`config.mk`:
```
export PLATFORM = sky130hd
export DESIGN_NAME = ror_shift_arbiter
export DESIGN_NICKNAME = d
export VERILOG_FILES = /design/src/rtl/ror_shift_arbiter.sv
export SDC_FILE = /design/constraint.sdc
export NUM_CORES = 1
export LEC_CHECK = 0
export CORE_MARGIN = 3
export CORE_UTILIZATION = 34
export DETAILED_ROUTE_END_ITERATION = 16
export HOLD_SLACK_MARGIN = 0.08
export PLACE_DENSITY = 0.75
export SETUP_SLACK_MARGIN = 0.1
export SLEW_MARGIN = 20
export SYNTH_ARGS = -nofsm -noshare
export SYNTH_HDL_FRONTEND = slang
export SYNTH_SLANG_ARGS = --single-unit
```
`constraint.sdc`:
```
create_clock -name clk_i -period 3.09 [get_ports clk_i]
set_input_delay 0.618 -clock clk_i [delete_from_list [all_inputs] [get_ports clk_i]]
set_output_delay 0.618 -clock clk_i [all_outputs]
set_load 0.1 [all_outputs]
```
`src/rtl/ror_shift_arbiter.sv`:
```
// Round-robin arbiter that shares one 4-bit rotate-right unit among NREQ clients.
// The winner's result is held in a one-entry valid/ready output register, tagged with its index.

module ror4 (
    input  logic [3:0] a_i,
    input  logic [1:0] amt_i,
    output logic [3:0] y_o
);
    always_comb begin
        case (amt_i)
            2'd0:    y_o = a_i;
            2'd1:    y_o = {a_i[0],   a_i[3:1]};
            2'd2:    y_o = {a_i[1:0], a_i[3:2]};
            default: y_o = {a_i[2:0], a_i[3]};
        endcase
    end
endmodule

module ror_shift_arbiter #(
    parameter int NREQ = 4
) (
    input  logic                     clk_i,
    input  logic                     rst_i,
    input  logic [NREQ-1:0]          req_i,
    input  logic [4*NREQ-1:0]        a_i,
    input  logic [2*NREQ-1:0]        amt_i,
    output logic [NREQ-1:0]          gnt_o,
    output logic [3:0]               y_o,
    output logic [$clog2(NREQ)-1:0]  id_o,
    output logic                     vld_o,
    input  logic                     rdy_i
);
    localparam int IDW = $clog2(NREQ);

    typedef enum logic {EMPTY, FULL} state_t;

    state_t          state_q, state_d;
    logic [IDW-1:0]  ptr_q, ptr_d;
    logic [IDW-1:0]  id_q, id_d;
    logic [3:0]      y_q, y_d;

    logic            acc;
    logic            found;
    logic [IDW-1:0]  idx;
    logic [IDW-1:0]  win;
    logic [3:0]      a_sel;
    logic [1:0]      amt_sel;
    logic [3:0]      rot_y;
    logic [NREQ-1:0] gnt;

    // Search starts at ptr and wraps, so the first requester found is the round-robin winner.
    always_comb begin
        found = 1'b0;
        win   = '0;
        idx   = '0;
        for (int i = 0; i < NREQ; i++) begin
            idx = IDW'((int'(ptr_q) + i) % NREQ);
            if (!found && req_i[idx]) begin
                found = 1'b1;
                win   = idx;
            end
        end
    end

    always_comb begin
        a_sel   = '0;
        amt_sel = '0;
        for (int k = 0; k < NREQ; k++) begin
            if (win == IDW'(k)) begin
                a_sel   = a_i[4*k +: 4];
                amt_sel = amt_i[2*k +: 2];
            end
        end
    end

    ror4 u_ror (
        .a_i   (a_sel),
        .amt_i (amt_sel),
        .y_o   (rot_y)
    );

    assign acc = (state_q == EMPTY) || rdy_i;

    always_comb begin
        state_d = state_q;
        ptr_d   = ptr_q;
        y_d     = y_q;
        id_d    = id_q;
        gnt     = '0;
        if (acc && found && !rst_i) begin
            gnt     = NREQ'(1) << win;
            state_d = FULL;
            ptr_d   = (win == IDW'(NREQ - 1)) ? '0 : win + IDW'(1);
            y_d     = rot_y;
            id_d    = win;
        end else if (state_q == FULL && rdy_i) begin
            // Drained with nothing new to capture; y/id keep their stale values.
            state_d = EMPTY;
        end
    end

    always_ff @(posedge clk_i) begin
        if (rst_i) begin
            state_q <= EMPTY;
            ptr_q   <= '0;
            y_q     <= '0;
            id_q    <= '0;
        end else begin
            state_q <= state_d;
            ptr_q   <= ptr_d;
            y_q     <= y_d;
            id_q    <= id_d;
        end
    end

    assign gnt_o = gnt;
    assign y_o   = y_q;
    assign id_o  = id_q;
    assign vld_o = (state_q == FULL);

endmodule

```
==> flow_summary.yaml <==
run_status:
  status: "finished, final reports clean"
timing:
  setup_viol: 0
  slew_viol_final: 0
  rsz0062_at_grt: "true"
  holdWs_ns: 0.459
  finalCritPeriodShare_pct: 92.3
  slew_headroom_pct: 62.7
  fin_crit_ns: 2.85
  tightestPinTransition_ns: 0.554
  hold_viol: 0
  finalClockSkew_ns: 0.00563
  max_freq_mhz: 351
grt:
  grt_pass1_vias: 946
  track_usage_pct: 20.4
  grt_pass1_wl_um: 4230
  antenna_found_initial: 0
  grt_max_degree: 11
  grt-ovfl-total: 0
finish:
  drive_above_1_share_pct: 33.3
  layout_common_cells: "clkdlybuf4s50_1, buf_4, nor2_1"
  stdcell_count: 177
  fin_nets: 186
  final_common_cell: "clkdlybuf4s50_1"
  n_antenna_cell: 0
  fillers: 162
  area_growth_pct: 87.0
critical_path:
  cpMostUsedCell: "buf_4"
  worstSetupStartpointType: "input port"
  cp_max_fo: 5
  rr_endpoint: "y_o[2]"
  timing.rr.start: "ptr_q[1]"
  reg2reg_depth: 11
  end_kind: "primary output"
  slowest_delay_ns: 0.27
  critical-path-top-delay-family: "buffers and inverters"
  cp.depth: 10
  path_buf_inv: 5
  crit_slowest_cell: "a311oi_2"
  regToRegSetupSlack_ns: 0.37
  arrival_ns: 2.23
  path_cells: "clkdlybuf4s15_1, mux2i_1, nor2_1, a311oi_2, inv_1, ha_2, buf_4, buf_4, and2_2, buf_12"
  required_ns: 2.47
  crit_type: "in2out"
place:
  place_congestion: 0.796
  dp_cells: 171
  portBuffers: 41
  hpwl_um: 2100
synthesis:
  synth_seq_area_share_pct: 24.1
  syn_area_um2: 748
  yosysWarnings: 0
  ys_ff_latch: 9
  ys_types: 37
  synth_edf_count: 0
  synthArstFlopShare_pct: 0
  synth.avg_cell_area_um2: 8.05
  syn_nets: 128
  synthFlopType: "dfxtp_1"
  syn_inst: 93
min_path:
  worstHoldPathCells: 2
  worstHoldStart: "id_o[1]"
  hp-class: "reg2reg"
  worstHoldEndpoint: "id_o[1]"
cts:
  cts_tree: "yes"
  hold_buffers: 0
  cts_inserted_buffers: 3
  cts_sinks: 9
  cts_buffer_depth: 2
  cts.reportedPaths.clkPinSlew_ns: 0.06
  h-tree-depth: 1
  cts_root_buffer: "clkbuf_4"
  insertion_delay_ns: 0.26
detailed_routing:
  num_vias: 949
  wire_per_inst_um: 14.5
  drt_pass1_iterations: 4
  drt-initial-drc-count: 22
  wl_um: 2580
  final_antenna_net_count: 0
  avgViaCountPerCell: 5.36
  post-route-drc-count: 0
pwr:
  ir_drop_mv: 0.405
  power_density_nw_per_um2: 591
  leakage_uw: 0.000591
die:
  rows: 16
  die_y_um: 52.9
  core_um2: 2020
  die_area_um2: 2800
  pin_count: 42
  die_w_um: 52.9
  start_util_pct: 37.0
flow_run:
  drv_cap: 0
-- worst register-to-register path, stage by stage, from the launching register on --
cell	delay, ns
dfxtp_1	0.45
mux2i_1	0.22
nor2_1	0.06
a311oi_2	0.27
buf_4	0.18
ha_2	0.27
nor2b_4	0.08
a221o_1	0.33
o221ai_4	0.09
mux2_4	0.33
a222oi_1	0.23
a211oi_1	0.09
-- worst max path at each step --
| stage | start | end | slack, ns |
|---|---|---|---|
| after detailed placement | req_i[0] | y_o[2] | -0.40 |
| final | req_i[0] | gnt_o[2] | 0.24 |
| after global placement | req_i[0] | y_o[2] | -0.25 |
| after CTS | req_i[0] | gnt_o[2] | 0.23 |
| after global routing | req_i[0] | y_o[2] | 0.09 |
| after floorplan | req_i[2] | y_o[2] | 0.13 |
-- cell families (layout without fill, tap and decap cells) --
family,Yosys count,count (layout),synth area share (%)
AO/OA/AOI/OAI,34,34,37.3
adder cells (fa/ha/maj),4,4,6.69
buffers and inverters,10,67,5.35
flip-flops,9,9,24.1
multiplexers,3,3,4.68
AND/OR/NAND/NOR,33,33,21.9
-- power breakdown --
part           internal, uW  switching [uW]  total, uW
clock                  49.7            41.0       90.7
combinational           239             342        581
sequential              139            16.4        156
-- layer usage --
layer | GRT usage [%] | up-vias | wire (um)
li1 | - | 467 | -
met1 | 23.8 | 448 | 1080
met2 | 36.6 | 32 | 1340
met3 | 4.51 | 2 | 137
met4 | 5.96 | 0 | 16
met5 | 0 | - | 0
-- flip-flops by register name, summed over array words and instances, names as in the netlist --
| signal | cells |
|---|---|
| id_o | 2 |
| ptr_q | 2 |
| vld_o | 1 |
| y_o | 4 |
-- synth_stat cells, types with 2 or more instances --
master,n,share of area (%)
clkbuf_1,2,1.0
a221oi_1,3,3.5
mux2i_1,2,2.7
nand2_1,8,4.0
nand2b_1,3,2.5
ha_1,4,6.7
a221o_2,3,4.5
nor3_1,2,1.3
dfxtp_1,9,24
and2_1,3,2.5
nor2_1,11,5.5
inv_1,6,3.0
o221ai_1,2,2.3
a21oi_1,10,6.7
a21o_1,2,2.0
o22ai_1,2,1.7
-- timing repair --
action | CTS | global route
buffers inserted | 1 | 1
resized for setup | 13 | 5
setup endpoints to repair | 7 | 5
pin swaps | 1 | 6
-- metrics by stage --
step / cell area (um^2) / setup WS [ns] / power (uW) / setup TNS (ns) / util (%)
after global placement: 1320 / -0.252 / 693 / -0.947 / 65.3
after global routing: 1400 / 0.0910 / 877 / 0 / 69.2
final: 1400 / 0.238 / 827 / 0 / 69.2
after floorplan: 766 / 0.133 / 524 / 0 / -
after detailed placement: 1320 / -0.397 / 708 / -1.63 / 65.3
after CTS: 1370 / 0.227 / 817 / 0 / 67.9
-- final cells by class --
type	count	area (um^2)	share of cell area, %
flip-flops and latches	9	180	12.9
inverters	6	25.0	1.79
repair buffers	57	551	39.4
clock buffers	4	26.3	1.88
multi-input cells	74	583	41.7
well taps	27	33.8	2.42
No activity file was read; power rests on OpenSTA's default activity.
